==> src/rtl/register_file.sv <==
// ============================================================================
// register_file : NUM_REGS x DATA_WIDTH operand store, 2 async read / 1 sync write port
// Optional macro REGFILE_WRITE_BYPASS_EN forwards write_data to a matching read port.
// Revision 1.0
// ============================================================================
`default_nettype none

module register_file #(
   parameter int DATA_WIDTH = 32,
   parameter int ADDR_WIDTH = 2
) (
   input  logic                  clk,
   input  logic                  rst_n,
   input  logic [ADDR_WIDTH-1:0] read_register_port_0,
   input  logic [ADDR_WIDTH-1:0] read_register_port_1,
   input  logic [ADDR_WIDTH-1:0] write_register,
   input  logic [DATA_WIDTH-1:0] write_data,
   input  logic                  write_enable,
   output logic [DATA_WIDTH-1:0] read_data_port_0,
   output logic [DATA_WIDTH-1:0] read_data_port_1
);

   localparam int NUM_REGS  = 2 ** ADDR_WIDTH;
   localparam int NUM_PORTS = 2;

   logic [DATA_WIDTH-1:0] regs [NUM_REGS];

   logic [ADDR_WIDTH-1:0] read_addr [NUM_PORTS];
   logic [DATA_WIDTH-1:0] read_data [NUM_PORTS];

   always_ff @(posedge clk or negedge rst_n) begin
      if (!rst_n) begin
         for (int i = 0; i < NUM_REGS; i++) begin
            regs[i] <= '0;
         end
      end else if (write_enable) begin
         regs[write_register] <= write_data;
      end
   end

   assign read_addr[0] = read_register_port_0;
   assign read_addr[1] = read_register_port_1;

   // Outputs are forced to zero under reset so forwarding cannot leak write_data.
   for (genvar p = 0; p < NUM_PORTS; p++) begin : g_read_port
      always_comb begin
         read_data[p] = regs[read_addr[p]];
`ifdef REGFILE_WRITE_BYPASS_EN
         if (write_enable && (read_addr[p] == write_register)) begin
            read_data[p] = write_data;
         end
`endif
         if (!rst_n) begin
            read_data[p] = '0;
         end
      end
   end

   assign read_data_port_0 = read_data[0];
   assign read_data_port_1 = read_data[1];

endmodule

`default_nettype wire

==> config.mk <==
export PLATFORM = sky130hd
export DESIGN_NAME = register_file
export DESIGN_NICKNAME = d
export VERILOG_FILES = /design/src/rtl/register_file.sv
export SDC_FILE = /design/constraint.sdc
export NUM_CORES = 1
export LEC_CHECK = 0
export CAP_MARGIN = 20
export CELL_PAD_IN_SITES_DETAIL_PLACEMENT = 2
export CELL_PAD_IN_SITES_GLOBAL_PLACEMENT = 2
export CORE_MARGIN = 2
export CORE_UTILIZATION = 38
export CTS_CLUSTER_DIAMETER = 200
export DETAILED_ROUTE_END_ITERATION = 6
export HOLD_SLACK_MARGIN = 0.05
export PLACE_DENSITY_LB_ADDON = 0.1
export SETUP_SLACK_MARGIN = 0.5
export SYNTH_ARGS = -nofsm -noshare
export SYNTH_HDL_FRONTEND = slang
export SYNTH_SLANG_ARGS = --single-unit
==> constraint.sdc <==
create_clock -name clk -period 2.42 [get_ports clk]
set_input_delay 0.242 -clock clk [delete_from_list [all_inputs] [get_ports clk]]
set_output_delay 0.242 -clock clk [all_outputs]
set_load 0.03 [all_outputs]
==> metrics.csv <==
metric;value;unit
run status;complete, no violations;
RSZ-0062 raised after global routing;no;
crit-path max cell delay;420;ps
max reg flops;128;
Setup crit start kind;input port;
crit path capture type;primary output;
Layout Cells excl Fill;833;
WS Path Type;in -> out;
number of global-route vias before repair;5280;
top post-synthesis cells by count;dfrtp_1 (128), mux2i_1 (128), mux2_2 (126);
most area-consuming cells after synthesis;dfrtp_1 (49%), mux2_2 (22%), mux2i_1 (20%);
fin nets;637;
critical path's slowest cell;clkdlybuf4s50_1;
Die W;135;um
Worst EP arrival;1600;ps
CTS resizes;0;
worst r2r src;regs[116];
initial antenna violation count;0;
Max IR drop VDD;448;uV
crit-path leading delay family;buffers and inverters;
Worst slew margin;51.0;%
Tightest Pin Transition;736;ps
# Max-Cap Violations;0;
Worst Path Required;2180;ps
worst hold endpoint;regs[27];
Root Buffer;clkbuf_16;
CTS Buf Count;17;
Leak;3.84;nW
top flop regs;regs (128);
FP Rows;48;
final WL;19800;um
Largest Register;regs;
Core Region;17100;um^2
cell area power density;871;nW/um^2
share of cells above drive strength 1;39.5;%
Antenna Nets Post-Route;0;
Tcrit/Tclk final;76.1;%
Worst Hold Class;in -> reg;
Syn Nets;535;
Worst Hold Depth;2;
final setup fails;0;
Seq cells post-synth;128;
Post-synth ARST share;100;%
Post-Syn Area;6560;um^2
EDFF count, synth;0;
First-pass DRT Iterations;4;
first-pass GRT wire length;30900;um
skew final;0;ps
GRT Total Usage;22.5;%
first-iteration detailed-routing DRC count;151;
Syn Area/Cell;13.3;um^2
Area Growth Syn to Fin;28.6;%
top_reg_cell synth;dfrtp_1;
worst-case reg-to-reg path depth;1;
Vias/cell;5.68;
max frequency;0.543;GHz
post-layout min period;1840;ps
starting density of the core;38.3;%
Worst-Skew Late Latency;410;ps
clock tree buffer depth;2;
H-Tree Depth;4;
hold_sp;write_data[27];
Die Span Y;135;um
Buffers & Inverters on Critical Path;3;
via count;4731;
Clock Sinks;128;
antenna cells;0;
Worst-path clk slew;50;ps
Setup Buffers After CTS;0;
yosys warns;0;
CTS tree;built;
io pins;105;
full die area;18300;um^2
post-synthesis sequential area ratio;48.8;%
R2R Setup Slk;1570;ps
CP cell instances;clkdlybuf4s50_1, nand2b_2, buf_12, o22ai_1, buf_4;
post-detail-place hpwl;11600;um
crit-path max FO;32;
Post-Synthesis Cells;494;
fraction of synthesized cell area taken by the top area cell type;48.8;%
hold bufs inserted after CTS;1;
Synth cell types;14;
dpl cells;801;
Port-buffer cells;104;
critical path depth;5;
final setup TNS;0;ps
total gr overflow;0;
Fin. Hold Viols;0;
average wire per standard cell;23.8;um
RR Endpoint;regs[116];
Residual DRC;0;
Pins Over Slew Limit;0;
cell taking the most area after synthesis;dfrtp_1;
pin count of the biggest net entering global routing;129;
Placer Congestion;0.722;
area by class of cell:
cell class	count	area, um^2
Sequential cell	128	3200
Fill cell	1666	8680
Clock buffer	26	509
Clock inverter	5	100
Timing Repair Buffer	121	1150
Multi-Input combinational cell	328	3190
Tap cell	225	282
power by group:
| part | total (W) | switching [W] | leakage [nW] | internal, W |
|---|---|---|---|---|
| logic | 0.00181 | 0.000937 | 2.02 | 0.000871 |
| clock network | 0.00266 | 0.000911 | 0.300 | 0.00175 |
| registers | 0.00288 | 0.000329 | 1.51 | 0.00255 |
routing by layer:
layer  vias up  track usage [%]  part of all wire (%)
met2        95             40.5                    53
met1      2538             27.7                    43
met5         -                0                     0
li1       2076                -                     -
met4         0             6.94                   1.4
met3        22             3.70                   2.6
metrics by stage:
stage	area (um^2)	util, %	setup WS [ps]	total power, W	hold WS [ps]
floorplan	6560	-	866	0.00399	-53.6
global placement	7820	45.7	626	0.00459	482
detailed placement	7820	45.7	575	0.00471	492
CTS	8440	49.3	580	0.00745	515
global route	8440	49.3	537	0.00769	531
finish	8440	49.3	578	0.00735	531
worst max-delay path by stage:
stage	slack, ps	startpoint	to
4_1_cts	580	read_register_port_1[0]	read_data_port_1[14]
3_3_place_gp	630	write_enable	regs[113]
3_5_place_dp	580	write_enable	regs[113]
6_report	580	read_register_port_1[0]	read_data_port_1[20]
2_1_floorplan	870	read_register_port_0[1]	read_data_port_0[0]
5_1_grt	540	read_register_port_1[0]	read_data_port_1[14]
cell families after synthesis:
| kind of cell | after synthesis | share of synthesized area [%] |
|---|---|---|
| buffers and inverters | 38 | 2.78 |
| AO/OA/AOI/OAI | 64 | 6.10 |
| multiplexers | 256 | 41.5 |
| AND/OR/NAND/NOR | 8 | 0.801 |
| flip-flops | 128 | 48.8 |
placed cells by master, fill, tap and decap left out:
master / n
nor3b_4: 1
mux2i_1: 128
buf_4: 71
buf_12: 12
nand2b_2: 2
clkbuf_8: 5
nand3b_1: 2
mux2_2: 126
nand2_1: 2
o22ai_1: 64
bufinv_16: 3
dfrtp_1: 128
clkbuf_16: 17
mux2_1: 2
clkbuf_1: 4
nand3_2: 1
clkinv_2: 2
dlygate4sd3_1: 1
clkdlybuf4s50_1: 37
(Power assumes the default switching activity.)
